### src/rtl/maze_pixel_if.sv
// Pixel-side bundle of the maze renderer.
// The master drives coordinates, RAM data and robot state.
// The slave, which is the renderer, returns the RAM address and the pixel colour.
interface maze_pixel_if #(
    parameter int ADDR_W = 5
) ();
    logic [9:0]        x_coord;
    logic [9:0]        y_coord;
    logic              pix_valid;
    logic              vsync_pulse;
    logic [ADDR_W-1:0] cell_addr;
    logic [2:0]        cell_value;
    logic [3:0]        robot_x;
    logic [3:0]        robot_y;
    logic              blink_en;
    logic [7:0]        color;
    logic              color_valid;

    modport master (
        output x_coord, y_coord, pix_valid, vsync_pulse, cell_value,
               robot_x, robot_y, blink_en,
        input  cell_addr, color, color_valid
    );

    modport slave (
        input  x_coord, y_coord, pix_valid, vsync_pulse, cell_value,
               robot_x, robot_y, blink_en,
        output cell_addr, color, color_valid
    );
endinterface

### src/rtl/maze_pixel_renderer.sv
// Three-stage per-pixel colour generator for the maze display.
// Stage 1 maps a coordinate to a grid cell, drives the RAM address and captures the cell flags.
// Stage 2 holds the flags while the synchronous grid RAM returns the cell state.
// Stage 3 resolves the RGB332 colour, including the blinking robot overlay.
module maze_pixel_renderer #(
    parameter int CELL_LOG2  = 5,
    parameter int GRID_W     = 4,
    parameter int GRID_H     = 5,
    parameter int ADDR_W     = 5,
    parameter int BLINK_LOG2 = 5
) (
    input  logic         clock_25,
    input  logic         reset_n,
    maze_pixel_if.slave  bus
);
    localparam int unsigned CELL_PIX = 32'd1 << CELL_LOG2;
    // The centre band is a quarter of the cell wide, for example 12..19 in a 32-pixel cell.
    localparam int unsigned BAND_LO  = CELL_PIX / 32'd2 - CELL_PIX / 32'd8;
    localparam int unsigned BAND_HI  = CELL_PIX / 32'd2 + CELL_PIX / 32'd8 - 32'd1;

    localparam logic [7:0] COL_BLACK     = 8'b000_000_00;
    localparam logic [7:0] COL_WHITE     = 8'b111_111_11;
    localparam logic [7:0] COL_UNVISITED = 8'b110_000_01;
    localparam logic [7:0] COL_VISITED   = 8'b001_011_11;
    localparam logic [7:0] COL_GREEN     = 8'b000_111_00;
    localparam logic [7:0] COL_RED       = 8'b111_000_00;
    localparam logic [7:0] COL_BLUE      = 8'b000_000_11;
    localparam logic [7:0] COL_YELLOW    = 8'b101_101_00;

    // True when an in-cell offset falls inside the centre band.
    function automatic logic in_band(input logic [CELL_LOG2-1:0] offset);
        return (32'(offset) >= BAND_LO) && (32'(offset) <= BAND_HI);
    endfunction

    // Colour for a grid cell, before the robot overlay is applied.
    // A path cell draws a green stub that depends on the cell's parity position:
    //   even column, even row -> cross (either band)
    //   even column, odd row  -> vertical stub (x band)
    //   odd column            -> horizontal stub (y band)
    function automatic logic [7:0] cell_color(
        input logic [2:0] value,
        input logic       col0,
        input logic       row0,
        input logic       bx,
        input logic       by
    );
        logic       green;
        logic [7:0] result;
        case ({col0, row0})
            2'b00:   green = bx | by;
            2'b01:   green = bx;
            2'b10:   green = by;
            2'b11:   green = by;
            default: green = 1'b0;
        endcase
        case (value)
            3'd0:    result = COL_UNVISITED;
            3'd1:    result = COL_VISITED;
            3'd2:    result = green ? COL_GREEN : COL_VISITED;
            3'd3:    result = COL_RED;
            3'd4:    result = COL_GREEN;
            3'd5:    result = COL_BLUE;
            3'd6:    result = COL_YELLOW;
            3'd7:    result = COL_YELLOW;
            default: result = COL_BLACK;
        endcase
        return result;
    endfunction

    // Stage 0: combinational cell decode of the incoming coordinate.
    logic [9:0]           col_s;
    logic [9:0]           row_s;
    logic [CELL_LOG2-1:0] ox_s;
    logic [CELL_LOG2-1:0] oy_s;
    logic                 in_grid_s;
    logic                 robot_hit_s;
    logic [ADDR_W-1:0]    addr_s;

    // Stage 1 registers.
    logic [ADDR_W-1:0] cell_addr_r;
    logic              valid1_r;
    logic              in_grid1_r;
    logic              robot1_r;
    logic              bx1_r;
    logic              by1_r;
    logic              col0_1_r;
    logic              row0_1_r;

    // Stage 2 registers. They are aligned with the RAM read data.
    logic valid2_r;
    logic in_grid2_r;
    logic robot2_r;
    logic bx2_r;
    logic by2_r;
    logic col0_2_r;
    logic row0_2_r;

    // Stage 3 and frame state.
    logic [BLINK_LOG2-1:0] frame_r;
    logic                  phase_s;
    logic [7:0]            pixel_color_s;
    logic [7:0]            color_r;
    logic                  color_valid_r;

    // Decode column/row, offsets, grid membership, robot hit and linear RAM address.
    always_comb begin
        col_s       = bus.x_coord >> CELL_LOG2;
        row_s       = bus.y_coord >> CELL_LOG2;
        ox_s        = bus.x_coord[CELL_LOG2-1:0];
        oy_s        = bus.y_coord[CELL_LOG2-1:0];
        in_grid_s   = (32'(col_s) < 32'(GRID_W)) && (32'(row_s) < 32'(GRID_H));
        robot_hit_s = (col_s == {6'd0, bus.robot_x}) && (row_s == {6'd0, bus.robot_y});
        if (in_grid_s) begin
            addr_s = ADDR_W'(32'(row_s) * 32'(GRID_W) + 32'(col_s));
        end else begin
            addr_s = {ADDR_W{1'b0}};
        end
    end

    // Stage 1: register the RAM address and the per-pixel flags.
    // The robot position is sampled here, so a mid-frame move affects only later pixels.
    always_ff @(posedge clock_25 or negedge reset_n) begin
        if (!reset_n) begin
            cell_addr_r <= {ADDR_W{1'b0}};
            valid1_r    <= 1'b0;
            in_grid1_r  <= 1'b0;
            robot1_r    <= 1'b0;
            bx1_r       <= 1'b0;
            by1_r       <= 1'b0;
            col0_1_r    <= 1'b0;
            row0_1_r    <= 1'b0;
        end else begin
            cell_addr_r <= addr_s;
            valid1_r    <= bus.pix_valid;
            in_grid1_r  <= in_grid_s;
            robot1_r    <= robot_hit_s;
            bx1_r       <= in_band(ox_s);
            by1_r       <= in_band(oy_s);
            col0_1_r    <= col_s[0];
            row0_1_r    <= row_s[0];
        end
    end

    // Stage 2: forward the flags so they line up with the RAM data returned one cycle later.
    always_ff @(posedge clock_25 or negedge reset_n) begin
        if (!reset_n) begin
            valid2_r   <= 1'b0;
            in_grid2_r <= 1'b0;
            robot2_r   <= 1'b0;
            bx2_r      <= 1'b0;
            by2_r      <= 1'b0;
            col0_2_r   <= 1'b0;
            row0_2_r   <= 1'b0;
        end else begin
            valid2_r   <= valid1_r;
            in_grid2_r <= in_grid1_r;
            robot2_r   <= robot1_r;
            bx2_r      <= bx1_r;
            by2_r      <= by1_r;
            col0_2_r   <= col0_1_r;
            row0_2_r   <= row0_1_r;
        end
    end

    // Frame counter: advance on each frame-start strobe and wrap naturally at full scale.
    always_ff @(posedge clock_25 or negedge reset_n) begin
        if (!reset_n) begin
            frame_r <= {BLINK_LOG2{1'b0}};
        end else if (bus.vsync_pulse) begin
            frame_r <= frame_r + 1'b1;
        end else begin
            frame_r <= frame_r;
        end
    end

    // Colour priority: blank, then the robot overlay in the centre of its cell, then the cell state.
    // The blink phase is read before any same-edge counter increment.
    always_comb begin
        phase_s       = frame_r[BLINK_LOG2-1];
        pixel_color_s = COL_BLACK;
        if (!valid2_r || !in_grid2_r) begin
            pixel_color_s = COL_BLACK;
        end else if (robot2_r && bx2_r && by2_r && !(bus.blink_en && phase_s)) begin
            pixel_color_s = COL_WHITE;
        end else begin
            pixel_color_s = cell_color(bus.cell_value, col0_2_r, row0_2_r, bx2_r, by2_r);
        end
    end

    // Stage 3: register the output colour and its validity.
    // Validity tracks the pixel strobe even outside the grid.
    always_ff @(posedge clock_25 or negedge reset_n) begin
        if (!reset_n) begin
            color_r       <= 8'd0;
            color_valid_r <= 1'b0;
        end else begin
            color_r       <= pixel_color_s;
            color_valid_r <= valid2_r;
        end
    end

    assign bus.cell_addr   = cell_addr_r;
    assign bus.color       = color_r;
    assign bus.color_valid = color_valid_r;
endmodule

### src/flat_wrapper.sv
// flat-port wrapper written by rule: the top's interface ports become plain ports
module maze_pixel_renderer_flat 
#(
    parameter int CELL_LOG2  = 5,
    parameter int GRID_W     = 4,
    parameter int GRID_H     = 5,
    parameter int ADDR_W     = 5,
    parameter int BLINK_LOG2 = 5
)
  (clock_25, reset_n, bus_x_coord, bus_y_coord, bus_pix_valid, bus_vsync_pulse, bus_cell_value, bus_robot_x, bus_robot_y, bus_blink_en, bus_cell_addr, bus_color, bus_color_valid);
  maze_pixel_if #(.ADDR_W(ADDR_W)) bus_i ();
  input  logic clock_25;
  input  logic reset_n;
  input wire logic [$bits(bus_i.x_coord)-1:0] bus_x_coord;
  input wire logic [$bits(bus_i.y_coord)-1:0] bus_y_coord;
  input wire logic [$bits(bus_i.pix_valid)-1:0] bus_pix_valid;
  input wire logic [$bits(bus_i.vsync_pulse)-1:0] bus_vsync_pulse;
  input wire logic [$bits(bus_i.cell_value)-1:0] bus_cell_value;
  input wire logic [$bits(bus_i.robot_x)-1:0] bus_robot_x;
  input wire logic [$bits(bus_i.robot_y)-1:0] bus_robot_y;
  input wire logic [$bits(bus_i.blink_en)-1:0] bus_blink_en;
  output wire logic [$bits(bus_i.cell_addr)-1:0] bus_cell_addr;
  output wire logic [$bits(bus_i.color)-1:0] bus_color;
  output wire logic [$bits(bus_i.color_valid)-1:0] bus_color_valid;
  assign bus_i.x_coord = bus_x_coord;
  assign bus_i.y_coord = bus_y_coord;
  assign bus_i.pix_valid = bus_pix_valid;
  assign bus_i.vsync_pulse = bus_vsync_pulse;
  assign bus_i.cell_value = bus_cell_value;
  assign bus_i.robot_x = bus_robot_x;
  assign bus_i.robot_y = bus_robot_y;
  assign bus_i.blink_en = bus_blink_en;
  assign bus_cell_addr = bus_i.cell_addr;
  assign bus_color = bus_i.color;
  assign bus_color_valid = bus_i.color_valid;
  maze_pixel_renderer #(.CELL_LOG2(CELL_LOG2), .GRID_W(GRID_W), .GRID_H(GRID_H), .ADDR_W(ADDR_W), .BLINK_LOG2(BLINK_LOG2)) u_core (.clock_25(clock_25), .reset_n(reset_n), .bus(bus_i));
endmodule
### config.mk
export PLATFORM = sky130hd
export DESIGN_NAME = maze_pixel_renderer_flat
export DESIGN_NICKNAME = d
export VERILOG_FILES = /design/src/rtl/maze_pixel_if.sv /design/src/rtl/maze_pixel_renderer.sv /design/src/flat_wrapper.sv
export SDC_FILE = /design/constraint.sdc
export NUM_CORES = 1
export LEC_CHECK = 0
export BUFFER_PORTS_ARGS = -buffer_cell sky130_fd_sc_hd__buf_4
export CORE_ASPECT_RATIO = 1.25
export CORE_UTILIZATION = 23
export CTS_BUF_LIST = sky130_fd_sc_hd__clkbuf_4 sky130_fd_sc_hd__clkbuf_8
export DETAILED_ROUTE_END_ITERATION = 16
export MAX_ROUTING_LAYER = met4
export PLACE_DENSITY = 0.48
export SLEW_MARGIN = 20
export SYNTH_ARGS = -nofsm -noshare
export SYNTH_HDL_FRONTEND = slang
export SYNTH_SLANG_ARGS = --single-unit
### constraint.sdc
create_clock -name clock_25 -period 2.75 [get_ports clock_25]
set_input_delay 0.275 -clock clock_25 [delete_from_list [all_inputs] [get_ports clock_25]]
set_output_delay 0.275 -clock clock_25 [all_outputs]
set_load 0.005 [all_outputs]
==> Implementation_results.wiki, run 1 <==
{| class="wikitable"
! Metric !! Value
|-
| Synth warnings || 0
|-
| Mapped Cells || 110
|-
| Unrepaired setup endpoints after global routing || false
|-
| Final design utilization || approximately 33%
|-
| Post-detailed-route via-to-cell ratio || 4.283
|-
| Slew Limit Headroom || approximately three quarters
|-
| F_max || around 820 MHz
|-
| Dominant combinational cell family by area after synthesis || simple AND/OR/NAND/NOR gates
|-
| Input/output buffers || 45
|-
| Die outline area || a little over 6000 sq um
|-
| Cells after DPL || about 220
|-
| Clock root buffer || sky130_fd_sc_hd__clkbuf_8
|-
| Share of the clock period used by the worst path || about 44%
|-
| MaxCap Viol Count || 0
|-
| Worst IR Drop VDD || 0.1705 mV
|-
| Total number of placement rows || 30
|-
| Length in cells of the worst reg-to-reg path || 4
|-
| Critical Path Max Stage Delay || ~380 ps
|-
| Effective utilization at floorplan || between 20% and 30%
|-
| Data arrival time of the critical path || 1390 ps
|-
| Category of cells accounting for the largest share of critical-path delay || adder cells
|-
| Multi-input gate area in the final layout || 489.2 sq um
|-
| Remaining Overflow, GRT || 0
|-
| #FFs+latches synth || 33
|-
| Outcome || finished, final reports clean
|-
| Critical path launch point type || input port
|-
| Combinational share of power || 15.0%
|-
| Share of the yosys chip area belonging to registers || 61.68%
|-
| Overall Global Routing Usage || a little under a tenth
|-
| Power per cell area || 584.5 nW/um^2
|-
| Number of buffers and inverters on the critical path || 1
|-
| Post-synthesis share of cell area spent on and, or, nand and nor gates || 13.18%
|-
| Final Setup Violations || 0
|-
| Switching power as a share of total power || between 20% and 30%
|-
| Kind of capture point of the worst setup path || register
|-
| Multiplexer share of the synthesized area || 2.336%
|-
| Area taken by flip-flops and latches || 825.8 sq um
|-
| First DRT Iteration DRCs || 35
|-
| Number of cells on the critical path || 7
|-
| Total wirelength of the detailed-routed design || 2351 microns
|-
| Netlist cell types || 30
|-
| Portion of total power attributed to the clock network || 31.8%
|-
| Aggregate negative setup slack || 0 ps
|-
| Clock transition at the registers of the reported paths || approximately 60 ps
|-
| Crit path kind || input port to register
|-
| Via Count || between 900 and 1000
|-
| Drt pass-1 iters || 4
|-
| Die extent in y || between 80 and 90 microns
|-
| Largest net degree at the start of global routing || 34
|-
| Clock tree from TritonCTS || yes
|-
| Num CTS Buffers || 5
|-
| Maximum clock path buffer count || 2
|-
| Req. time, crit path || 2920 ps
|-
| Part of the power in registers || a little over half
|-
| Internal power || around 0.81 mW
|-
| Hold buffers post-CTS || 1
|-
| Xor-xnor portion of the synthesized cell area || a little under 10%
|-
| Count of fill cells added during filler insertion || approximately 550
|-
| Antenna violations before repair || 0
|-
| Hold-critical path depth || 1
|-
| Adder and majority gate portion of the synthesized area || 3.364%
|-
| Ports placed on the boundary || 50
|-
| Die Wd || 70.24 microns
|-
| Post_cts resized || 0
|-
| Layout Cells excl Fill || about 230
|-
| Clock sink total || 33
|-
| Layout cell share with drive strength beyond 1 || between 30% and 40%
|-
| Final critical path time including I/O delays and setup || around 1200 ps
|-
| Core Footprint || ~5500 sq um
|-
| Final layout net count || 200
|-
| Dpl hpwl || 1859 microns
|-
| Clock latency reported for the late side of the worst-skew pair || ~270 ps
|-
| Post-Synthesis Cell Area || around 1300 sq um
|-
| Leakage || ~0.9 nW
|-
| Global-route wire length before repair || 4215 microns
|-
| Count of nets left with antenna violations after detail routing || 0
|-
| Total count of hold-check failures in the final report || 0
|-
| Number of H-tree levels || 2
|-
| Final Max Tran Viols || 0
|-
| Fin Hold WS || 105.7 ps
|-
| Syn_nets || between 100 and 150
|-
| Area grow syn2layout || 37.20%
|-
| Slowest cell on the critical path || sky130_fd_sc_hd__fa_1
|-
| Drt drc || 0
|-
| Wire length per cell after detailed routing || between 10 and 15 microns
|-
| Reported net switching power || 0.2611 mW
|-
| Worst Tran Pin Value || 396.7 ps
|-
| Vias in the first global route || around 1000
|-
| Number of buffers added for setup after CTS || 0
|-
| Series of cell instances along the critical path || buf_4 > ha_1 > fa_1 > xor2_1 > nor2_1 > mux2i_1 > nor2_1
|-
| Largest fanout on the critical path || 4
|-
| Last weighted congestion value of the routability-driven placer || 0.7688
|-
| Post-synthesis average cell area || 12.17 sq um
|-
| HP Class || input port to register
|-
| Most repeated library cell on the critical path || sky130_fd_sc_hd__nor2_1
|-
| Largest clock skew in the final design || ~2.7 ps
|-
| N_diodes || 0
|-
| Area fraction in compound gates after synthesis || 7.850%
|}
registers in the layout (all words and copies together), names as in the netlist:
register                flops
u_core.in_grid2_r           1
u_core.bx2_r                1
u_core.by1_r                1
u_core.robot1_r             1
u_core.in_grid1_r           1
u_core.valid2_r             1
u_core.by2_r                1
u_core.row0_2_r             1
u_core.bus.color_valid      1
u_core.bx1_r                1
u_core.frame_r              5
u_core.bus.color            8
u_core.col0_2_r             1
u_core.bus.cell_addr        5
u_core.robot2_r             1
u_core.row0_1_r             1
u_core.valid1_r             1
u_core.col0_1_r             1
synthesized netlist by cell type (all sizes together):
| library cell | number | area, sq um |
|---|---|---|
| a21oi | 7 | 42.54 |
| a22o | 1 | 8.760 |
| a31oi | 3 | 18.77 |
| and2 | 4 | 25.02 |
| and3 | 1 | 6.260 |
| buf | 2 | 16.26 |
| dfrtp | 33 | 825.8 |
| fa | 1 | 20.02 |
| ha | 2 | 25.02 |
| inv | 2 | 7.500 |
| mux2 | 1 | 11.26 |
| mux2i | 2 | 20.02 |
| nand2 | 10 | 37.54 |
| nand2b | 2 | 12.51 |
| nand3 | 1 | 5.000 |
| nand3b | 1 | 7.510 |
| nand4 | 4 | 25.02 |
| nor2 | 6 | 25.03 |
| nor2b | 1 | 8.760 |
| nor3 | 1 | 5.000 |
| nor4 | 1 | 6.260 |
| o21ai | 7 | 35.03 |
| or2 | 1 | 6.260 |
| or3 | 1 | 6.260 |
| xnor2 | 9 | 78.83 |
| xor2 | 6 | 52.55 |
worst register-to-register path, stage by stage, from the launching register on:
cell and delay, ps:
sky130_fd_sc_hd__dfrtp_1 390, sky130_fd_sc_hd__nor2b_2 120, sky130_fd_sc_hd__a21oi_2 50, sky130_fd_sc_hd__or3_1 310
sky130_fd_sc_hd__a31oi_1 170
power by group through the flow:
stage | sequential (mW) | combinational [mW] | clock, mW
2_1_floorplan | 0.572 | 0.0950 | 0
5_1_grt | 0.576 | 0.186 | 0.386
3_5_place_dp | 0.579 | 0.165 | 0
3_3_place_gp | 0.576 | 0.157 | 0
6_report | 0.571 | 0.161 | 0.342
4_1_cts | 0.571 | 0.166 | 0.363
kinds of logic (layout without fill, tap and decap cells):
group | count (synthesis) | count (layout)
flops | 33 | 33
fa+ha+maj | 3 | 3
xor+xnor | 15 | 15
buf+inv | 4 | 56
compound gates | 18 | 18
simple gates | 34 | 34
mux | 3 | 3
per-layer routing:
metal  wire length [microns]  part of all wire [%]  up-vias  track usage [%]
met3                     173                   7.4        4            3.935
met2                    1281                    54       43            16.28
met1                     871                    37      449            8.563
li1                        -                     -      472                -
met4                      25                   1.1        0            4.182
met5                       0                     0        -                -
metrics by stage:
stage                     instance area [sq um]  total power [mW]  setup WS (ps)
after floorplan                            1339            0.6665           1430
after global placement                     1740            0.7332           1235
after detailed placement                   1740            0.7439           1226
after CTS                                  1837             1.100           1535
after global routing                       1837             1.149           1443
final                                      1837             1.074           1528
path summary, 6_finish.rpt:
| check | from | slack [ps] | endpoint |
|---|---|---|---|
| setup / recovery | bus_y_coord[5] | 1530 | u_core.bus.cell_addr[4] |
| hold / removal | bus_pix_valid | 110 | u_core.valid1_r |
| setup reg to reg | u_core.col0_2_r | 1630 | u_core.bus.color[4] |
| hold reg to reg | u_core.robot1_r | 350 | u_core.robot2_r |
| max in group asynchronous | reset_n | 1990 | u_core.valid2_r |
| min in group asynchronous | reset_n | 480 | u_core.bus.cell_addr[3] |
layout by cell type, fill, tap and decap left out:
master	n
sky130_fd_sc_hd__buf_4	45
sky130_fd_sc_hd__nor3_1	1
sky130_fd_sc_hd__nand4_1	4
sky130_fd_sc_hd__nand3b_1	1
sky130_fd_sc_hd__a22o_1	1
sky130_fd_sc_hd__nor2_1	5
sky130_fd_sc_hd__inv_1	1
sky130_fd_sc_hd__inv_2	1
sky130_fd_sc_hd__nor4_1	1
sky130_fd_sc_hd__ha_1	2
sky130_fd_sc_hd__or3_1	1
sky130_fd_sc_hd__a21oi_1	5
sky130_fd_sc_hd__dfrtp_1	33
sky130_fd_sc_hd__dlygate4sd3_1	1
sky130_fd_sc_hd__a21oi_2	2
sky130_fd_sc_hd__nand2b_1	2
sky130_fd_sc_hd__and3_1	1
sky130_fd_sc_hd__nor2_2	1
sky130_fd_sc_hd__mux2_2	1
sky130_fd_sc_hd__clkbuf_8	5
sky130_fd_sc_hd__o21ai_0	7
sky130_fd_sc_hd__or2_1	1
sky130_fd_sc_hd__clkbuf_4	1
sky130_fd_sc_hd__nand2_1	10
sky130_fd_sc_hd__fa_1	1
sky130_fd_sc_hd__nor2b_2	1
sky130_fd_sc_hd__and2_1	4
sky130_fd_sc_hd__nand3_1	1
sky130_fd_sc_hd__xor2_1	6
sky130_fd_sc_hd__a31oi_1	3
sky130_fd_sc_hd__xnor2_1	9
sky130_fd_sc_hd__mux2i_1	2
sky130_fd_sc_hd__clkinv_2	2
final cells by class:
class / count / share of cell area, %
clock buffer: 6 / 4.155
clock inverter: 2 / 0.5450
inverter: 2 / 0.4087
multi-input combinational: 73 / 26.63
sequential: 33 / 44.96
tap: 64 / 4.360
timing repair buffer: 46 / 18.94
Power figures use the tool's default switching activity.
==> inputs of run 2 (changes only) <==
- clock period: 2.75 -> 1.2 ns (I/O delays scaled with it)
==> run 2 against run 1 <==
  * Sequential share of layout area is 1.0 points lower
  * Sequential cell count unchanged
  * Critical path depth down 3
  * Core utilization rose by 0.79 points
  * Design area is 2.4% higher
  * Non-clock buffer count rose by 3
  * Routed wire length increased by 5.6%
  * Count of clock-buffer cells in the layout is the same
  * Global-route usage down 0.097 points
  * Die area unchanged
  * Worst setup slack got worse by 1500 ps
  * Register-to-register slack lost 1600 ps
  * Largest power group unchanged
==> Implementation_results.wiki, run 2 (synthesis results as in run 1) <==
{| class="wikitable"
! Metric !! Value
|-
| Die extent in y || 87.30 microns (unchanged)
|-
| Reported net switching power || 0.6227 mW (+140%)
|-
| Total wirelength of the detailed-routed design || 2482 microns (+5.6%)
|-
| Antenna violations before repair || 0 (unchanged)
|-
| Internal power || 1.873 mW (+130%)
|-
| Input/output buffers || 45 (unchanged)
|-
| Worst IR Drop VDD || 0.4385 mV (+160%)
|-
| Req. time, crit path || 1390 ps (-1530 ps)
|-
| Fin Hold WS || 44.89 ps (-60.76 ps)
|-
| Area grow syn2layout || 40.47%
|-
| Via Count || 985 (+1.8%)
|-
| Multi-input gate area in the final layout || 503.0 sq um (+2.8%)
|-
| F_max || between 800 and 900 MHz
|-
| Hold path startpoint || bus_x_coord[4]
|-
| Ports placed on the boundary || 50 (unchanged)
|-
| Final critical path time including I/O delays and setup || 1132 ps
|-
| Slew Limit Headroom || 73.30% (-0.25 points)
|-
| Post-detailed-route via-to-cell ratio || 4.301 (+0.42%)
|-
| Vias in the first global route || 979 (-5.7%)
|-
| Maximum clock path buffer count || 2 (unchanged)
|-
| Top library cells by usage in the layout, fill and taps aside || sky130_fd_sc_hd__buf_4, sky130_fd_sc_hd__dfrtp_1, sky130_fd_sc_hd__nand2_1
|-
| Last weighted congestion value of the routability-driven placer || 0.7585 (-1.3%)
|-
| Largest fanout on the critical path || 4 (unchanged)
|-
| Wire length per cell after detailed routing || 10.84 microns (+4.2%)
|-
| Number of buffers added for setup after CTS || 0 (unchanged)
|-
| Leading cell type in the layout, fill and taps excluded || sky130_fd_sc_hd__buf_4
|-
| Final Setup Violations || 0 (unchanged)
|-
| Overall Global Routing Usage || 9.100% (-0.097 points)
|-
| Series of cell instances along the critical path || nor2b_2 > a21oi_2 > or3_1 > a31oi_1
|-
| Die Wd || 70.24 microns (unchanged)
|-
| Count of nets left with antenna violations after detail routing || 0 (unchanged)
|-
| N_diodes || 0 (unchanged)
|-
| Hold Path Sink || u_core.bx1_r
|-
| Layout cell share with drive strength beyond 1 || 37.58% (+1.2 points)
|-
| Crit path kind || register to register
|-
| Startpoint of the most critical register-to-register path || u_core.col0_2_r
|-
| Share of the clock period used by the worst path || a little over nine tenths
|-
| Clock latency reported for the late side of the worst-skew pair || 270 ps (about the same)
|-
| Final Max Tran Viols || 0 (unchanged)
|-
| Num CTS Buffers || 5 (unchanged)
|-
| HP Class || input port to register
|-
| Final layout net count || 203 (+1.5%)
|-
| Dpl hpwl || 1928 microns (+3.7%)
|-
| Final setup slack of the worst path || 67.99 ps (-1460 ps)
|-
| Hold-critical path depth || 2 (+1)
|-
| Setup slack of the worst register-to-register path || 70 ps (-1560 ps)
|-
| Largest net degree at the start of global routing || 34 (unchanged)
|-
| Remaining Overflow, GRT || 0 (unchanged)
|-
| Total number of placement rows || 30 (unchanged)
|-
| Clock transition at the registers of the reported paths || 60 ps (about the same)
|-
| Length in cells of the worst reg-to-reg path || 4 (unchanged)
|-
| Part of the power in registers || 52.6% (-0.6 points)
|-
| Clock sink total || 33 (unchanged)
|-
| Number of H-tree levels || 2 (unchanged)
|-
| Slowest cell on the critical path || sky130_fd_sc_hd__dfrtp_1
|-
| Combinational share of power || 15.5% (+0.5 points)
|-
| Outcome || finished, final reports clean
|-
| Cells after DPL || 219 (+0.92%)
|-
| Area taken by flip-flops and latches || 825.8 sq um (unchanged)
|-
| Unrepaired setup endpoints after global routing || true
|-
| Reg-to-reg endpoint || u_core.bus.color[4]
|-
| Worst Tran Pin Value || 400.4 ps (+3.759 ps)
|-
| Effective utilization at floorplan || 24.26% (unchanged)
|-
| Drt drc || 0 (unchanged)
|-
| Number of flip-flops in the largest register || 8 (unchanged)
|-
| Critical Path Max Stage Delay || 390 ps (about the same)
|-
| Clock root buffer || sky130_fd_sc_hd__clkbuf_8
|-
| Total count of hold-check failures in the final report || 0 (unchanged)
|-
| Power per cell area || 1327 nW/um^2 (+130%)
|-
| First DRT Iteration DRCs || 37 (+5.7%)
|-
| Die outline area || 6132 sq um (unchanged)
|-
| Drt pass-1 iters || 3 (-1)
|-
| Core Footprint || 5518 sq um (unchanged)
|-
| Leakage || 0.9148 nW (+3.1%)
|-
| MaxCap Viol Count || 0 (unchanged)
|-
| Place WS || -169.5 ps (-1396 ps)
|-
| Count of fill cells added during filler insertion || 555 (+0.73%)
|-
| Data arrival time of the critical path || 1330 ps (-60 ps)
|-
| Overall power after layout || 2.496 mW (+130%)
|-
| Switching power as a share of total power || 24.95% (+0.63 points)
|-
| Global-route wire length before repair || 4112 microns (-2.4%)
|-
| Largest clock skew in the final design || 1.361 ps (-1.316 ps)
|-
| Layout Cells excl Fill || 229 (+1.3%)
|-
| Portion of total power attributed to the clock network || 31.9% (about the same)
|-
| Kind of capture point of the worst setup path || register
|-
| Critical path launch point type || register
|-
| Clock tree from TritonCTS || yes
|}
==> run 2: cell types whose count changed in the layout (fill, tap and decap cells not counted), sizes merged <==
cell,delta
dlymetal6s4s,+1
dlygate4sd3,+1
buf,+1
==> run 2: power by group through the flow <==
stage | logic (mW) | registers (mW) | clock network [mW]
2_1_floorplan | 0.218 | 1.31 | 0
3_3_place_gp | 0.366 | 1.32 | 0
3_5_place_dp | 0.383 | 1.33 | 0
4_1_cts | 0.392 | 1.31 | 0.829
5_1_grt | 0.443 | 1.32 | 0.887
6_report | 0.387 | 1.31 | 0.796
==> run 2: worst max-delay path by stage <==
stage / startpoint / end / slack [ps] / cells after the start
after global routing: u_core.col0_2_r / u_core.bus.color[4] / -10 / 4
after CTS: bus_x_coord[5] / u_core.robot1_r / 20 / 6
after floorplan: bus_y_coord[5] / u_core.bus.cell_addr[4] / 30 / 6
after global placement: bus_y_coord[5] / u_core.bus.cell_addr[4] / -130 / 7
after detailed placement: bus_y_coord[5] / u_core.bus.cell_addr[4] / -170 / 7
final: u_core.col0_2_r / u_core.bus.color[4] / 70 / 4
==> run 2: worst max-delay path, delay by kind of cell, from the launching register on <==
| family | cells | cell delay [ps] |
|---|---|---|
| simple gates | 2 | 440 |
| flops | 1 | 390 |
| compound gates | 2 | 230 |
==> run 2: timing repair <==
| item | in CTS | in global routing |
|---|---|---|
| gates resized for setup | 0 | 4 |
| setup endpoints to repair | 0 | 4 |
| endpoints found under the hold margin | 35 | 0 |
| hold buffers | 3 | 0 |
==> run 2: area by class of cell <==
type	instances	share of cell area (%)
inverters	2	0.3992
flip-flops and latches	33	43.91
well taps	64	4.258
repair buffers	49	20.09
clock buffers	6	4.059
multi-input cells	73	26.75
clock inverters	2	0.5323
==> run 2: routing by layer <==
layer / wire [microns] / global-route usage, %
met5: 0 / -
met4: 19 / 3.818
met3: 206 / 4.167
met1: 907 / 8.576
met2: 1349 / 15.93
==> run 2: stage by stage <==
stage	area (sq um)	TNS (ps)	util (%)
after global placement	1755	-133.7	31.81
after detailed placement	1755	-169.5	31.81
after floorplan	1339	0	-
after global routing	1881	-22.35	34.08
final	1881	0	34.08
after CTS	1872	0	33.92
